--- src/rtl/offset_field_encoder.sv ---
// rtl/offset_field_encoder.sv - multi-cycle branch/jump target to signed offset field encoder
//
// Computes target - pc, scales it down by SHIFT for jumps, checks alignment
// and range, and returns the packed immediate field together with error flags.
// Sequence: IDLE -> SUB -> ALIGN -> RANGE -> DONE -> IDLE, one cycle per state
// except DONE, which waits for out_ready.
//
// Optional feature macro: OFFSET_FIELD_ENCODER_SATURATE_EN
//   defined   : field saturates to the most positive/negative value on overflow
//   undefined : field is the truncated low FIELD_WIDTH bits of the scaled offset
//
// Ports:
//   clk        in   clock, rising edge
//   rst_n      in   synchronous active-low reset
//   in_valid   in   request valid
//   in_ready   out  request accepted when high (IDLE only)
//   pc         in   base address
//   target     in   destination address
//   jump       in   1 = scale by SHIFT, 0 = no scaling
//   out_valid  out  result valid (DONE)
//   out_ready  in   consumer accepts result
//   field      out  encoded offset
//   overflow   out  scaled offset does not fit FIELD_WIDTH signed bits
//   misalign   out  jump and a nonzero bit was shifted out

module offset_field_encoder #(
    parameter int FIELD_WIDTH = 12,
    parameter int WORD_WIDTH  = 16,
    parameter int SHIFT       = 1
) (
    input  logic                   clk,
    input  logic                   rst_n,
    input  logic                   in_valid,
    output logic                   in_ready,
    input  logic [WORD_WIDTH-1:0]  pc,
    input  logic [WORD_WIDTH-1:0]  target,
    input  logic                   jump,
    output logic                   out_valid,
    input  logic                   out_ready,
    output logic [FIELD_WIDTH-1:0] field,
    output logic                   overflow,
    output logic                   misalign
);

    typedef enum logic [2:0] {
        S_IDLE,
        S_SUB,
        S_ALIGN,
        S_RANGE,
        S_DONE
    } state_t;

    // Bits discarded by the jump shift; all-zero when SHIFT is 0.
    localparam logic [WORD_WIDTH-1:0] LOW_MASK = (WORD_WIDTH'(1) << SHIFT) - WORD_WIDTH'(1);

    localparam logic [FIELD_WIDTH-1:0] FIELD_MAX = {1'b0, {(FIELD_WIDTH-1){1'b1}}};
    localparam logic [FIELD_WIDTH-1:0] FIELD_MIN = {1'b1, {(FIELD_WIDTH-1){1'b0}}};

    state_t state;
    state_t state_next;

    logic [WORD_WIDTH-1:0] pc_q;
    logic [WORD_WIDTH-1:0] target_q;
    logic                  jump_q;
    logic [WORD_WIDTH-1:0] diff_q;
    logic [WORD_WIDTH-1:0] scaled_q;
    logic                  misalign_q;

    logic [WORD_WIDTH-FIELD_WIDTH:0] top_bits;
    logic                            range_ovf;
    logic [FIELD_WIDTH-1:0]          field_next;

    always_ff @(posedge clk) begin
        if (!rst_n) begin
            state <= S_IDLE;
        end else begin
            state <= state_next;
        end
    end

    always_comb begin
        state_next = state;
        in_ready   = 1'b0;
        out_valid  = 1'b0;
        case (state)
            S_IDLE: begin
                in_ready = 1'b1;
                if (in_valid) begin
                    state_next = S_SUB;
                end
            end
            S_SUB:   state_next = S_ALIGN;
            S_ALIGN: state_next = S_RANGE;
            S_RANGE: state_next = S_DONE;
            S_DONE: begin
                out_valid = 1'b1;
                if (out_ready) begin
                    state_next = S_IDLE;
                end
            end
            default: state_next = S_IDLE;
        endcase
    end

    // The scaled value fits the field only if every bit from the field's sign
    // bit upward is a copy of that sign bit.
    always_comb begin
        top_bits  = scaled_q[WORD_WIDTH-1:FIELD_WIDTH-1];
        range_ovf = !((&top_bits) || !(|top_bits));
`ifdef OFFSET_FIELD_ENCODER_SATURATE_EN
        if (range_ovf) begin
            field_next = scaled_q[WORD_WIDTH-1] ? FIELD_MIN : FIELD_MAX;
        end else begin
            field_next = scaled_q[FIELD_WIDTH-1:0];
        end
`else
        field_next = scaled_q[FIELD_WIDTH-1:0];
`endif
    end

    always_ff @(posedge clk) begin
        if (!rst_n) begin
            pc_q       <= '0;
            target_q   <= '0;
            jump_q     <= 1'b0;
            diff_q     <= '0;
            scaled_q   <= '0;
            misalign_q <= 1'b0;
            field      <= '0;
            overflow   <= 1'b0;
            misalign   <= 1'b0;
        end else begin
            case (state)
                S_IDLE: begin
                    if (in_valid) begin
                        pc_q     <= pc;
                        target_q <= target;
                        jump_q   <= jump;
                    end
                end
                S_SUB: begin
                    diff_q <= target_q - pc_q;
                end
                S_ALIGN: begin
                    if (jump_q) begin
                        scaled_q   <= $signed(diff_q) >>> SHIFT;
                        misalign_q <= |(diff_q & LOW_MASK);
                    end else begin
                        scaled_q   <= diff_q;
                        misalign_q <= 1'b0;
                    end
                end
                // Visible outputs only move on the edge into DONE and then
                // hold until the next result.
                S_RANGE: begin
                    field    <= field_next;
                    overflow <= range_ovf;
                    misalign <= misalign_q;
                end
                default: ;
            endcase
        end
    end

endmodule

--- config.mk ---
export PLATFORM = sky130hd
export DESIGN_NAME = offset_field_encoder
export DESIGN_NICKNAME = d
export VERILOG_FILES = /design/src/rtl/offset_field_encoder.sv
export SDC_FILE = /design/constraint.sdc
export NUM_CORES = 1
export LEC_CHECK = 0
export ABC_AREA = 1
export BUFFER_PORTS_ARGS = -buffer_cell sky130_fd_sc_hd__buf_2
export CORE_ASPECT_RATIO = 1.25
export CORE_MARGIN = 5
export CORE_UTILIZATION = 38
export CTS_BUF_LIST = sky130_fd_sc_hd__clkbuf_4 sky130_fd_sc_hd__clkbuf_8
export DETAILED_ROUTE_END_ITERATION = 10
export PLACE_DENSITY_LB_ADDON = 0.05
export SLEW_MARGIN = 20
export SYNTH_ARGS = -nofsm -noshare
export SYNTH_HDL_FRONTEND = slang
export SYNTH_SLANG_ARGS = --single-unit
--- constraint.sdc ---
create_clock -name clk -period 2.2 [get_ports clk]
set_input_delay 0.22 -clock clk [delete_from_list [all_inputs] [get_ports clk]]
set_output_delay 0.22 -clock clk [all_outputs]
set_load 0.1 [all_outputs]
---- Word-level counts from Yosys, hierarchy flattened ----
Cells that the tools add are included.
storage, ports and cells
  register bits ........................... 83
  output and inout bits ................... 16
  logic and storage cells ................. 32
cells by class
  add/sub/neg operators ................... 1
  eq/ne operators ......................... 6
  multiplexer cells ....................... 7
  reduce and logical (&&, ||, !) cells .... 8
operators by type and width
  cell                  count
  $sub A16 B16 Y16      1
  $mux W15              1
  $pmux W3 S5           1
  $eq A3 B2 Y1 const B  2
  $mux W3               2
  $reduce_and A5 Y1     1
  $reduce_or A5 Y1      1
  $ne A2 B2 Y1 const B  2
  $reduce_and A2 Y1     2
  $eq A3 B1 Y1 const B  1
  $eq A3 B3 Y1 const B  1
  $logic_not A3 Y1      1
  $mux W1               3
  $logic_not A1 Y1      2
  $logic_or A1 B1 Y1    1

---- Depth between registers and ports, before layout ----
Gate-level depths: netlist (run 1).
  word-level depth ........................ 4
  mapped depth ............................ 13
  gate-level depth less buffers ........... 13

---- Least setup slack after synthesis (run 1) ----
No wires, ideal clock.
  kind .................................... reg-to-reg
  from .................................... register state[0]
  to ...................................... register state[0]
  arrival time ............................ 2.108 ns
  required time ........................... 2.072 ns
  setup slack ............................. -0.036 ns
  cell stages (with the launch flop) ...... 7
  cell sequence ........................... dfxtp_1 > inv_1 > nand2_1 > nor2_1 > nand2_1 > o211ai_1 > nor2_1
on the way
  cells in the longest elaborated chain, start to end .. 3
RTL lines
  item                                              line  source
  start: declaration                                59    state_t state;
  start signal: assignment                          77    state <= state_next;
  $eq A3 B3 Y1 or $logic_not A3 Y1 (tied branches)  85    case (state)
  $ne A2 B2 Y1 (no source line)                     --
  $reduce_and A2 Y1 (no source line)                --
Parallel ways exist; a longest one is shown, timed or not.
A chain may end at the register's enable or synchronous reset.

---- Worst setup path after layout (run 1) ----
  from .................................... register state[2]
  to ...................................... output in_ready
on the way
  cells in the longest elaborated chain, start to end .. 2
RTL lines
  item              line  source
  $logic_not A3 Y1  85
  $mux W1           85
  end: declaration  34    output logic in_ready,
No other way between the ends.

==> summary.md, run 1 <==
| Metric | Value |
|---|---|
| Relative max-transition margin | 50.2% |
| Die Footprint | 12800 um^2 |
| Total GRT Usage | 14.7% |
| Post-route ant nets | 0 |
| Clock Power Share | 30.1% |
| Slew of the pin with the lowest slew margin | 0.747 ns |
| Post-Syn Nets | 632 |
| Mapped Cells | 579 |
| Lkg Pwr | 2.23 nW |
| Worst-path fanout max | 13 |
| Routed len/inst | 12.0 um |
| Cell count after placement | 743 |
| Status | finished clean |
| Crit share post-route | 93.8% |
| Max Cap Viol | 0 |
| Starting DRC count in detailed routing | 119 |
| Vias per cell | 4.68 |
| Vias in the first global route | 3414 |
| R2r endpoint | diff_q[8]$_SDFFE_PN0P_ |
| Antenna violations before repair | 0 |
| Placer Congestion | 0.833 |
| VDD IR max | 0.423 mV |
| Post-cts sizing count | 0 |
| DRC Markers | 0 |
| Clock Latency Late Sink | 0.36 ns |
| Vias | 3553 |
| Hold Path Cell Cnt | 3 |
| Type of origin of the critical path | flop |
| Post-Route WL | 9.09 mm |
| Hold_buf cts | 0 |
| # nets final | 675 |
| HP Class | primary input to flop |
| Largest net degree at the start of global routing | 51 |
| Hold Violations, Final | 0 |
| Bufs on Longest Clock Path | 2 |
| Root buffer cell | clkbuf_8 |
| Initial Util | 38.5% |
| Post-synthesis average cell area | 6.95 um^2 |
| Fin util | 44.0% |
| Yosys warns | 0 |
| Pwr dens | 840 nW/um^2 |
| Setup bufs post-CTS | 0 |
| Sw Share | 33.3% |
| Max Clk Rate | 0.484 GHz |
| Pwr Total | 0.00386 W |
| Sequential Power Share | 44.0% |
| Share of the yosys chip area belonging to registers | 41.3% |
| Core Area | 10500 um^2 |
| IO Pins | 53 |
| Post-synth cell types | 28 |
| Final non-filler cell total | 759 |
| FF-to-FF path depth | 11 |
| Clock Sinks | 83 |
| Diode count | 0 |
| Termination of the worst setup path | in_ready |
| Num rows | 42 |
| Layout cells sized above 1 | 14.0% |
| CTS tree | yes |
| Combinational Power Share | 25.9% |
| Synth-to-Final Area Change | 14.4% |
| Tmin final | 2.06 ns |
| Inserted Clock Buffers | 9 |
| First-pass GRT wire length | 15.4 mm |
| Final setup fails | 0 |
| Crit. End Element | output port |
| Final worst slack | 0.136 ns |
| Clock skew | 0.00492 ns |
| Worst Path Arrival | 1.84 ns |
| Port buffer count | 52 |
| Final HPWL DP | 6.75 mm |
| Internal Power | 0.00258 W |
| Seq cells post-synth | 83 |
| Setup TNS Final | 0 ns |
| Max-slew violation count | 0 |
| H-tree levels | 3 |
| Clock slew at reported path FFs | 0.08 ns |
| Crit path from | state[2]$_SDFFE_PN0P_ |
| Die Wd | 102 um |
| Worst reg2reg path startpoint | target_q[0]$_SDFFE_PN0P_ |
| Pre-CTS WS | 0.386 ns |
| Die H | 125 um |
| R2R setup slack | 0.37 ns |
| CP required | 1.98 ns |
| Pre-antenna DRT Iters | 4 |
| Psw | 0.00128 W |
| Unrepaired setup endpoints after global routing | false |
| Cell Area, Synth | 4020 um^2 |
| Grt ovf | 0 |
| Kind of critical path | flop to output port |
-- layout make-up --
cell class | instances | area [um^2]
well taps | 132 | 165
repair buffers | 60 | 320
flip-flops and latches | 83 | 1660
clock buffers | 13 | 166
multi-input cells | 388 | 1940
inverters | 80 | 300
clock inverters | 3 | 46.3
fillers | 1130 | 5860
-- worst max-delay path, stage by stage, from the launching register on --
cell and delay (ns):
dfxtp_1 0.37, nor2_1 0.18, inv_2 0.08, nor2_4 0.18, buf_4 0.23, buf_2 0.45
-- power groups by stage --
stage	Clock, W	Combinational [W]	Sequential, W
final	0.00116	0.00100	0.00170
after detailed placement	0	0.00101	0.00174
after CTS	0.00121	0.00102	0.00170
after global routing	0.00126	0.00115	0.00172
after global placement	0	0.00100	0.00173
after floorplan	0	0.000730	0.00178
-- cell usage after synthesis (all sizes together) --
master  count  share of area, %
xor2        3              0.65
clkbuf     13               1.2
nor2       46               4.5
dfxtp      83                41
a21oi      55               6.8
buf        15               1.9
fa          1              0.50
a31oi      14               2.2
xnor2       1              0.22
nand3      40               5.0
or2         2              0.31
o21a        5              0.93
nand2     135                13
nor3        6               1.0
ha         15               4.7
o21bai      2              0.37
o21ai      55               6.8
inv        80               7.5
nand4       4              0.62
o211ai      4              0.75
-- layout by cell type (no fill, tap or decap), types with 15 or more instances in the layout --
| cell type | instances |
|---|---|
| nand2_1 | 134 |
| dfxtp_1 | 83 |
| inv_1 | 76 |
| a21oi_1 | 55 |
| buf_2 | 52 |
| nor2_1 | 43 |
| o21ai_0 | 40 |
| nand3_1 | 40 |
| o21ai_1 | 15 |
| ha_1 | 15 |
-- routing by layer --
metal | part of all wire [%] | track usage (%)
met1 | 47 | 18.3
met4 | 2.0 | 5.87
met3 | 3.3 | 3.06
met5 | 0 | 0
met2 | 47 | 24.7
-- per-stage QoR --
step                cell area, um^2  hold slack, ns
floorplan                      4020           0.384
global placement               4390           0.444
detailed placement             4390           0.453
CTS                            4600           0.107
global route                   4600           0.116
finish                         4600           0.117
-- registers in the layout (all words and copies together) (netlist names), 3 cells and up --
signal and count:
diff_q 16, pc_q 16, scaled_q 16, target_q 16, field 12, state 3
-- worst min path at each step --
| stage | start | to | slack (ns) |
|---|---|---|---|
| 2_1_floorplan | pc[15] | pc_q[15]$_SDFFE_PN0P_ | 0.38 |
| 3_3_place_gp | target_q[0]$_SDFFE_PN0P_ | target_q[0]$_SDFFE_PN0P_ | 0.44 |
| 3_5_place_dp | pc_q[7]$_SDFFE_PN0P_ | pc_q[7]$_SDFFE_PN0P_ | 0.45 |
| 4_1_cts | target[14] | target_q[14]$_SDFFE_PN0P_ | 0.11 |
| 5_1_grt | target[14] | target_q[14]$_SDFFE_PN0P_ | 0.12 |
| 6_report | target[8] | target_q[8]$_SDFFE_PN0P_ | 0.12 |
-- cell families (layout without fill, tap and decap cells) --
group	Yosys count	after routing	synth area share [%]
simple gates	233	233	24.1
compound gates	135	135	17.9
buf+inv	108	156	10.6
flops	83	83	41.3
fa+ha+maj	16	16	5.16
xor+xnor	4	4	0.871
Note: power is estimated with default switching activity, not from simulation.
==> inputs of run 2 (changes only) <==
Settings changed: CORE_ASPECT_RATIO 1.25 to default.
==> run 2 against run 1 <==
Compared with the run above:
- setup slack gained 0.064 ns
- global-route usage grew 0.22 points
- die area shrank 0.10%
- highest routed layer unchanged
==> summary.md, run 2 (synthesis gave the netlist of run 1 again) <==
| Metric | Value |
|---|---|
| Hold EP | target_q[9]$_SDFFE_PN0P_ (was target_q[8]$_SDFFE_PN0P_) |
| Max stage delay on crit path | 0.46 ns (was 0.45 ns) |
| Kind of critical path | flop to output port (unchanged) |
| Final HPWL DP | 6.78 mm (was 6.75 mm) |
| CTS tree | yes (unchanged) |
| Pwr dens | 834 nW/um^2 (was 840 nW/um^2) |
| FF-to-FF path depth | 11 (unchanged) |
| Hold Path Cell Cnt | 3 (unchanged) |
| Clock Sinks | 83 (unchanged) |
| Crit path cell chain | nor2_1, inv_2, nor2_4, buf_4, buf_2 (unchanged) |
| IO Pins | 53 (unchanged) |
| Layout cells sized above 1 | 13.9% (was 14.0%) |
| Core Area | 10300 um^2 (was 10500 um^2) |
| HP Class | primary input to flop (unchanged) |
| R2r endpoint | diff_q[8]$_SDFFE_PN0P_ (unchanged) |
| Vias per cell | 4.69 (was 4.68) |
| Starting DRC count in detailed routing | 133 (was 119) |
| Status | finished clean (unchanged) |
| Die Footprint | 12700 um^2 (was 12800 um^2) |
| Slew of the pin with the lowest slew margin | 0.745 ns (was 0.747 ns) |
| Clock skew | 0.0105 ns (was 0.00492 ns) |
| Port buffer count | 52 (unchanged) |
| Bufs on Longest Clock Path | 2 (unchanged) |
| Type of origin of the critical path | flop (unchanged) |
| Final worst slack | 0.200 ns (was 0.136 ns) |
| Vias in the first global route | 3402 (was 3414) |
| Setup bufs post-CTS | 0 (unchanged) |
| Die H | 113 um (was 125 um) |
| Commonest non-fill, non-tap cell in the layout | nand2_1 (unchanged) |
| Top delay family on crit path | buffers and inverters (unchanged) |
| Inserted Clock Buffers | 9 (unchanged) |
| CP max-delay cell | buf_2 (unchanged) |
| Placed Area | 4400 um^2 (was 4390 um^2) |
| Worst reg2reg path startpoint | target_q[0]$_SDFFE_PN0P_ (unchanged) |
| # nets final | 674 (was 675) |
| DRC Markers | 0 (unchanged) |
| Post-cts sizing count | 0 (unchanged) |
| Clock slew at reported path FFs | 0.09 ns (was 0.08 ns) |
| Origin of the worst min-delay path | target[9] (was target[8]) |
| Relative max-transition margin | 50.3% (was 50.2%) |
| Pre-CTS WS | 0.378 ns (was 0.386 ns) |
| Antenna violations before repair | 0 (unchanged) |
| Crit share post-route | 90.9% (was 93.8%) |
| Lkg Pwr | 2.23 nW (about the same) |
| Diode count | 0 (unchanged) |
| Unrepaired setup endpoints after global routing | false (unchanged) |
| Max Clk Rate | 0.500 GHz (was 0.484 GHz) |
| R2R setup slack | 0.38 ns (was 0.37 ns) |
| Placer Congestion | 0.800 (was 0.833) |
| Root buffer cell | clkbuf_8 (unchanged) |
| Total GRT Usage | 15.0% (was 14.7%) |
| Hold_buf cts | 0 (unchanged) |
| H-tree levels | 3 (unchanged) |
| Max Cap Viol | 0 (unchanged) |
| Most frequent cells in the layout | nand2_1, dfxtp_1, inv_1, a21oi_1, buf_2 (unchanged) |
| Num rows | 37 (was 42) |
| Hold Violations, Final | 0 (unchanged) |
| Setup TNS Final | 0 ns (unchanged) |
| Final setup fails | 0 (unchanged) |
| First-pass GRT wire length | 15.7 mm (was 15.4 mm) |
| Worst hold slack | 0.120 ns (was 0.117 ns) |
| Tmin final | 2.00 ns (was 2.06 ns) |
| Buf/Inv on CP | 3 (unchanged) |
| Worst Path Arrival | 1.78 ns (was 1.84 ns) |
| CP required | 1.98 ns (about the same) |
| Vias | 3574 (was 3553) |
| Initial Util | 39.0% (was 38.5%) |
| Die Wd | 113 um (was 102 um) |
| Largest net degree at the start of global routing | 63 (was 51) |
| Worst-path fanout max | 17 (was 13) |
| Post-route ant nets | 0 (unchanged) |
| Synth-to-Final Area Change | 14.3% (was 14.4%) |
| Pre-antenna DRT Iters | 4 (unchanged) |
| Post-Route WL | 9.33 mm (was 9.09 mm) |
| VDD IR max | 0.300 mV (was 0.423 mV) |
| Crit. End Element | output port (unchanged) |
| Routed len/inst | 12.2 um (was 12.0 um) |
| Max-slew violation count | 0 (unchanged) |
| Finished layout cell area | 4600 um^2 (about the same) |
| Clock Latency Late Sink | 0.36 ns (about the same) |
| Grt ovf | 0 (unchanged) |
==> run 2: changes by cell type in the layout (fill, tap and decap cells not counted) <==
| cell | change |
|---|---|
| clkinv_4 | +2 |
| clkinv_2 | +2 |
| clkinvlp_4 | -1 |
| buf_12 | +1 |
| clkbuf_4 | -1 |
| clkbuf_8 | -2 |
| buf_4 | -2 |
==> run 2: worst max path at each step <==
stage	start	slack, ns	to	cells past startpoint
2_1_floorplan	state[0]$_SDFFE_PN0P_	0.47	state[0]$_SDFFE_PN0P_	6
3_3_place_gp	target_q[0]$_SDFFE_PN0P_	0.43	diff_q[8]$_SDFFE_PN0P_	11
3_5_place_dp	target_q[0]$_SDFFE_PN0P_	0.38	diff_q[8]$_SDFFE_PN0P_	11
4_1_cts	state[2]$_SDFFE_PN0P_	0.17	in_ready	5
5_1_grt	state[2]$_SDFFE_PN0P_	0.08	in_ready	5
6_report	state[2]$_SDFFE_PN0P_	0.20	in_ready	5
==> run 2: report_power, final <==
part           internal, W  total, W  switching [W]
Clock             0.000540   0.00113       0.000587
Combinational     0.000338   0.00101       0.000670
Sequential         0.00163   0.00170      0.0000716
==> run 2: worst min-delay path, cell delays in order <==
cell and delay, ns:
buf_2 0.10, nand3_1 0.07, a21oi_1 0.06
==> run 2: per-layer routing <==
metal / vias to the layer above / track usage, % / share of wire (%)
li1: 1955 / - / -
met1: 1553 / 20.2 / 51
met2: 53 / 23.9 / 44
met3: 13 / 2.51 / 3.3
met4: 0 / 5.77 / 1.6
met5: - / 0 / 0
==> run 2: final cells by class <==
type / instances / area [um^2]
repair buffers: 59 / 325
fillers: 1153 / 5730
clock buffers: 10 / 131
multi-input cells: 388 / 1940
clock inverters: 6 / 66.3
well taps: 136 / 170
flip-flops and latches: 83 / 1660
inverters: 80 / 300
==> run 2: stage by stage <==
step | total power [W] | utilization, % | cells
floorplan | 0.00251 | - | 579
global placement | 0.00275 | 42.6 | 746
detailed placement | 0.00275 | 42.6 | 746
CTS | 0.00388 | 44.5 | 762
global route | 0.00410 | 44.5 | 762
finish | 0.00383 | 44.5 | 762
